===== src/rtl/dtrigger_pipe.sv =====
`default_nettype none
// ============================================================================
//  Module   : dtrigger_pipe
//  Purpose  : Elastic WIDTH x DEPTH register pipeline with a valid/ready
//             handshake on both sides, bubble collapse, synchronous flush and
//             a registered occupancy count.
//  Revision : 1.0 - initial release
// ----------------------------------------------------------------------------
//  Parameters
//    WIDTH  data word width in bits (>= 1)
//    DEPTH  number of register stages (>= 1)
//    CW     occupancy count width, derived from DEPTH
//  Ports
//    clk        rising-edge clock
//    reset      asynchronous active-low reset
//    in_valid   upstream word present
//    in_ready   pipeline accepts a word this cycle
//    in_data    upstream word
//    out_valid  word available at the tail stage
//    out_ready  downstream takes the tail word this cycle
//    out_data   tail word, straight from the tail register
//    flush      synchronous clear of all valid bits
//    count      number of occupied stages, 0..DEPTH
// ============================================================================
module dtrigger_pipe #(
  parameter  int WIDTH = 16,
  parameter  int DEPTH = 4,
  localparam int CW    = $clog2(DEPTH + 1)
) (
  input  logic             clk,
  input  logic             reset,
  input  logic             in_valid,
  output logic             in_ready,
  input  logic [WIDTH-1:0] in_data,
  output logic             out_valid,
  input  logic             out_ready,
  output logic [WIDTH-1:0] out_data,
  input  logic             flush,
  output logic [CW-1:0]    count
);

  // Stage state: index 0 is the head, DEPTH-1 the tail.
  logic [DEPTH-1:0] r_v;
  logic [WIDTH-1:0] r_d [DEPTH];
  logic [CW-1:0]    r_count;

  logic [DEPTH-1:0] w_move;   // stage k hands its word on this cycle
  logic [DEPTH-1:0] w_open;   // stage k can take a new word this cycle
  logic [DEPTH-1:0] w_ld;     // stage k loads a word on the next edge
  logic [DEPTH-1:0] w_v_nxt;
  logic [WIDTH-1:0] w_d_src [DEPTH];
  logic             w_in_xfer;
  logic             w_out_xfer;

  // --------------------------------------------------------------------------
  // Ready chain, evaluated from the tail toward the head. A stage moves when
  // the slot below it is open; a slot is open when it is empty or its own
  // occupant moves. An empty stage is therefore always open, which is what
  // lets words pack into holes while the tail is stalled.
  // --------------------------------------------------------------------------
  always_comb begin
    logic [DEPTH:0] open_x;
    open_x        = '0;
    open_x[DEPTH] = out_ready;
    w_move        = '0;
    for (int k = DEPTH - 1; k >= 0; k--) begin
      w_move[k] = r_v[k] & open_x[k+1];
      open_x[k] = ~r_v[k] | w_move[k];
    end
    w_open = open_x[DEPTH-1:0];
  end

  assign in_ready   = w_open[0] & ~flush;
  assign w_in_xfer  = in_valid & in_ready;
  assign w_out_xfer = w_move[DEPTH-1];

  // Load enables: the head loads on an input transfer, every other stage
  // loads when the stage above it moves.
  generate
    if (DEPTH == 1) begin : g_ld_single
      assign w_ld = w_in_xfer;
    end else begin : g_ld_chain
      assign w_ld = {w_move[DEPTH-2:0], w_in_xfer};
    end
  endgenerate

  // Data source for each stage.
  generate
    for (genvar k = 0; k < DEPTH; k++) begin : g_src
      if (k == 0) begin : g_head
        assign w_d_src[k] = in_data;
      end else begin : g_link
        assign w_d_src[k] = r_d[k-1];
      end
    end
  endgenerate

  // A stage ends up valid if it loads, or if it was valid and did not move.
  // Flush drops every valid bit; a tail word leaving in the flush cycle has
  // already been taken by the consumer.
  assign w_v_nxt = flush ? '0 : (w_ld | (r_v & ~w_move));

  always_ff @(posedge clk or negedge reset) begin
    if (!reset) begin
      r_v <= '0;
    end else begin
      r_v <= w_v_nxt;
    end
  end

  // Data registers only change when loading; contents of empty stages are
  // don't-care and are left alone.
  always_ff @(posedge clk or negedge reset) begin
    if (!reset) begin
      for (int k = 0; k < DEPTH; k++) begin
        r_d[k] <= '0;
      end
    end else begin
      for (int k = 0; k < DEPTH; k++) begin
        if (w_ld[k]) begin
          r_d[k] <= w_d_src[k];
        end
      end
    end
  end

  // Occupancy tracks transfers rather than recounting valid bits.
  always_ff @(posedge clk or negedge reset) begin
    if (!reset) begin
      r_count <= '0;
    end else if (flush) begin
      r_count <= '0;
    end else begin
      case ({w_in_xfer, w_out_xfer})
        2'b10:   r_count <= r_count + CW'(1);
        2'b01:   r_count <= r_count - CW'(1);
        default: r_count <= r_count;
      endcase
    end
  end

  assign out_valid = r_v[DEPTH-1];
  assign out_data  = r_d[DEPTH-1];
  assign count     = r_count;

endmodule
`default_nettype wire


===== config.mk =====
export PLATFORM = sky130hd
export DESIGN_NAME = dtrigger_pipe
export DESIGN_NICKNAME = d
export VERILOG_FILES = /design/src/rtl/dtrigger_pipe.sv
export SDC_FILE = /design/constraint.sdc
export NUM_CORES = 1
export LEC_CHECK = 0
export ABC_AREA = 1
export BUFFER_PORTS_ARGS = -buffer_cell sky130_fd_sc_hd__buf_2
export CAP_MARGIN = 0
export CORE_MARGIN = 1.5
export CORE_UTILIZATION = 35
export CTS_CLUSTER_SIZE = 30
export DETAILED_ROUTE_END_ITERATION = 10
export SLEW_MARGIN = 10
export SYNTH_ARGS = -nofsm -noshare
export SYNTH_HDL_FRONTEND = slang
export SYNTH_SLANG_ARGS = --single-unit

===== constraint.sdc =====
create_clock -name clk -period 2.85 [get_ports clk]
set_clock_uncertainty 0.05 [all_clocks]
set_input_delay 0.285 -clock clk [delete_from_list [all_inputs] [get_ports clk]]
set_output_delay 0.285 -clock clk [all_outputs]
set_load 0.05 [all_outputs]

==> Word-level counts from Yosys, hierarchy flattened <==
Index checks and enable logic that the tools add are counted.
{ "totals": {"wordCells": 32, "regBits": 71, "out_inout_bits": 21} }
{ "op_classes": {"addsub": 2, "reduce_logical": 1, "n_mux": 3, "bitwise": 18, "n_eq_ne": 2} }
{ "ops": {"columns": ["cell", "n"], "rows": [
  ["$and 1x1->1", 6],
  ["$pmux 3 s2", 1],
  ["$not 1->1", 5],
  ["$and 4x4->4", 1],
  ["$mux 4", 1],
  ["$not 4->4", 1],
  ["$or 1x1->1", 4],
  ["$or 4x4->4", 1],
  ["$add 3x1->3 const B", 1],
  ["$mux 3", 1],
  ["$reduce_bool 3->1", 1],
  ["$sub 3x1->3 const B", 1],
  ["$eq 2x1->1 const B", 1],
  ["$eq 2x2->1 const B", 1]
]} }

==> Longest topological paths before layout <==
{ "depth": {"ltp_word": 13, "ltp_mapped": 13, "ltp_nobuf": 13} }

==> Least setup slack after synthesis <==
Ideal clock, no wire load.
{ "synth_path": {"path_type": "register to register", "start": "register r_v[3]", "end": "register r_count[2], in the netlist count[2]", "path_stages_with_launch": 14, "required_ps": 2682, "setup_time_ps": 118, "setup_slack_ps": 778, "arrival_ps": 1904, "path_cell_list": "dfrtp_1 -> inv_1 -> nor2_4 -> nand4_4 -> nand3_4 -> nand2_4 -> inv_1 -> fa_1 -> xnor2_1 -> inv_1 -> nand2_1 -> nand2_1 -> nand2_1 -> nand2_1"} }
{ "synth_between": {"elab_chain_len": 13, "elab_cells_between_ends": 16, "classes_between": "2 x eq/ne; 2 x mux; 11 x bitwise; 1 x reduce/logical"} }
{ "synth_lines": {"columns": ["element", "line", "text"], "rows": [
  ["from (decl)", "43", "logic [DEPTH-1:0] r_v;"],
  ["from (signal assigned)", "107", "r_v <= w_v_nxt;"],
  ["$and 1x1->1 or $not 1->1 (tied branches)", "67, 68", null],
  ["$or 1x1->1", "68", "open_x[k] = ~r_v[k] | w_move[k];"],
  ["$and 1x1->1", "67", "w_move[k] = r_v[k] & open_x[k+1];"],
  ["$or 1x1->1", "68", null],
  ["$and 1x1->1", "67", null],
  ["$or 1x1->1", "68", null],
  ["$and 1x1->1", "67", null],
  ["$or 1x1->1", "68", null],
  ["$and 1x1->1", "73", "assign in_ready = w_open[0] & ~flush;"],
  ["$and 1x1->1", "74", "assign w_in_xfer = in_valid & in_ready;"],
  ["$eq 2x1->1 or $eq 2x2->1 (tied branches)", "134", "case ({w_in_xfer, w_out_xfer})"],
  ["$pmux 3 s2", "134", null],
  ["$mux 3", "131", "end else if (flush) begin"],
  ["to (signal assigned)", "135", "2'b10: r_count <= r_count + CW'(1);"],
  ["to (signal assigned)", "136", "2'b01: r_count <= r_count - CW'(1);"],
  ["to (signal assigned)", "137", "default: r_count <= r_count;"],
  ["to (decl)", "45", "logic [CW-1:0] r_count;"]
]} }
Parallel ways exist; a longest one is shown, timed or not.
A chain may end at the register's enable or synchronous reset.

==> Worst setup path in the final report <==
{ "layout_path": {"start": "register r_v[1]", "end": "register r_count[2], in the netlist count[2]"} }
{ "layout_between": {"elab_chain_len": 9, "elab_cells_between_ends": 12, "classes_between": "2 x eq/ne; 2 x mux; 7 x bitwise; 1 x reduce/logical"} }
{ "layout_lines": {"columns": ["element", "line"], "rows": [
  ["$and 1x1->1 or $not 1->1 (tied branches)", "67, 68"],
  ["$or 1x1->1 *", "68"],
  ["$and 1x1->1 *", "67"],
  ["$or 1x1->1 *", "68"],
  ["$and 1x1->1 *", "73"],
  ["$and 1x1->1 *", "74"],
  ["$eq 2x1->1 or $eq 2x2->1 (tied branches)", "134"],
  ["$pmux 3 s2", "134"],
  ["$mux 3", "131"]
]} }
Every way passes the cells marked *; elsewhere a longest branch is shown, timed or not.

==> metrics.md <==
| Metric | Value |
|---|---|
| Status | finished, final reports clean |
| Critical path arrival | 2.02 ns |
| Pwr dens | 843 nW/µm² |
| Period minus WS final | 1.84 ns |
| EDFF count, synth | 0 |
| Critical path class | reg -> reg |
| CTS tree | done |
| Synthesis-stage register bit count | 71 |
| First drt pass iteration count | 4 |
| Endpoints failing hold | 0 |
| Peak Freq | 0.544 GHz |
| Setup ws final | 1.01 ns |
| IO buf count | 41 |
| Inserted Diodes | 0 |
| Mean number of vias per cell | 4.26 |
| DIE AREA | 9190 µm² |
| GRT Overall Usage | 12.5% |
| Die H | 95.8 µm |
| Routed via count | 1859 |
| Row Count | 33 |
| Synth unique cells | 29 |
| Crit. End Element | flip-flop |
| Clk sink count | 71 |
| Wire per inst | 11.3 µm |
| Fin. max-slew vios | 0 |
| Final Cycle Share | 64.6% |
| Initial Utilization | 36.3% |
| Multi-input logic area | 865 µm² |
| Post-synth ARST share | 100% |
| WHS | 0.127 ns |
| FILL cells | 826 |
| Setup crit start kind | flip-flop |
| Leakage | 0.00176 µW |
| Clock Pin Slew Worst Setup and Hold Paths | 0.07 ns |
| Post-CTS Resized | 0 |
| # H-tree levels | 3 |
| Max_slew headroom | 51.2% |
| I/O pin count | 42 |
| Final wirelength | 4.94 mm |
| Worst vdd ir | 0.000282 V |
| Post-Syn Area per Cell | 10.2 µm² |
| Largest net degree at the start of global routing | 34 |
| Seq/Total Area, Yosys | 58.9% |
| Crit path max fanout | 5 |
| Mapped Area | 3020 µm² |
| CTS root buf | clkbuf_8 |
| Maxcap violations | 0 |
| DRC Markers | 0 |
| Postcts setup bufs | 0 |
| Pre-CTS setup slack | 1.00 ns |
| Total Nets Final | 348 |
| Antenna violations before repair | 0 |
| Fin Setup TNS | 0 ns |
| Core Area | 8300 µm² |
| WP data required | 3.03 ns |
| Tightest Pin Transition | 0.730 ns |
| Synth Flop Type | dfrtp_1 |
| Yosys warns | 0 |
| Area grow syn2layout | 13.1% |
| Clock latency on the worst-skew pair | 0.34 ns |
| GRT Residual Overflow | 0 |
| Syn nets | 319 |
| Final Setup Violations | 0 |
| RD Place Congestion | 0.813 |
| Initial DRC count | 82 |
| Die width | 95.8 µm |
| Hold Crit Class | in -> reg |
| Hold_buf cts | 1 |
| RSZ-0062 raised after global routing | no |
| Routed Antenna Nets | 0 |
| Vias in the first global route | 1878 |
| Post-Syn Instances | 297 |
| Cts bufs inserted | 9 |
| Final HPWL DP | 3.45 mm |
| Sequential Area | 1780 µm² |
| CTS Buffer Depth | 2 |
| Share of cells above drive strength 1 | 26.3% |
| First-pass GRT wire length | 8.68 mm |
[synth_stat cells (3+ instances only)]
cell type  number  area share [%]
a21oi_1        21             3.5
a21oi_2        14             4.1
buf_2           3            0.50
buf_4          17             4.2
buf_6           6             2.2
dfrtp_1        71              59
inv_1          38             4.7
nand2_1        42             5.2
nor2_1         31             3.9
o21ai_0        26             4.3
o21ai_1         5            0.83
[worst max-delay path, stage by stage, from the launching register on]
cell,delay (ns)
dfrtp_1,0.48
nand4_4,0.16
nand3_4,0.08
nand2_4,0.08
inv_1,0.05
fa_1,0.37
xnor2_1,0.21
inv_1,0.06
nand2_1,0.06
nand2_1,0.04
nand2_1,0.05
nand2_1,0.05
[sequential cells by signal, indices dropped and copies added, names as in the netlist]
signal    count
r_v           4
count         3
out_data     16
r_d          48
[kinds of logic after synthesis]
kind of cell,share of synthesized area [%]
adder cells (fa/ha/maj),0.664
AO/OA/AOI/OAI,13.7
flip-flops,58.9
buffers and inverters,12.4
multiplexers,0.747
AND/OR/NAND/NOR,13.3
XOR/XNOR,0.290
[worst paths after layout]
| kind | startpoint | to | slack, ns | cells after the start |
|---|---|---|---|---|
| min in group asynchronous | reset | count[0] | 0.41 | 2 |
| hold / removal | in_data[5] | r_d[53] | 0.13 | 3 |
| setup reg to reg | r_v[1] | count[2] | 1.01 | 11 |
| max in group asynchronous | reset | r_d[28] | 1.59 | 3 |
| setup / recovery | r_v[1] | count[2] | 1.01 | 11 |
| hold reg to reg | out_data[14] | out_data[14] | 0.43 | 2 |
[where the power goes]
group	internal, µW	leakage [µW]	switching [µW]	total (µW)
clock network	605	0.000116	362	967
registers	1210	0.000842	83.5	1290
logic	164	0.000805	454	617
[area by class of cell]
type	instances	share of cell area, %
well taps	105	3.85
multi-input cells	159	25.3
inverters	39	4.29
flip-flops and latches	71	52.1
clock inverters	5	3.08
clock buffers	11	4.15
repair buffers	46	7.19
[through the flow]
| stage | cell area (µm²) | utilization (%) | cells | power [µW] |
|---|---|---|---|---|
| after floorplan | 3020 | - | 297 | 1870 |
| after global placement | 3150 | 38.0 | 419 | 1920 |
| after detailed placement | 3150 | 38.0 | 419 | 1940 |
| after CTS | 3410 | 41.1 | 436 | 2920 |
| after global routing | 3410 | 41.1 | 436 | 3050 |
| final | 3410 | 41.1 | 436 | 2880 |
[placed cells by master, fill, tap and decap left out, types with 3 or more instances in the layout]
| master | n |
|---|---|
| o21ai_0 | 26 |
| dfrtp_1 | 71 |
| a21oi_2 | 14 |
| buf_4 | 4 |
| a21oi_1 | 21 |
| nor2_1 | 31 |
| clkbuf_8 | 10 |
| bufinv_16 | 3 |
| o21ai_1 | 5 |
| buf_2 | 41 |
| nand2_1 | 42 |
| inv_1 | 38 |
[layer usage]
layer | vias to the layer above | GRT usage [%] | routed length, µm
met1 | 831 | 17.1 | 2490
li1 | 979 | - | -
met3 | 13 | 4.82 | 276
met4 | 0 | 6.37 | 148
met2 | 36 | 17.1 | 2020
met5 | - | 0 | 0
No activity file was read; power rests on OpenSTA's default activity.
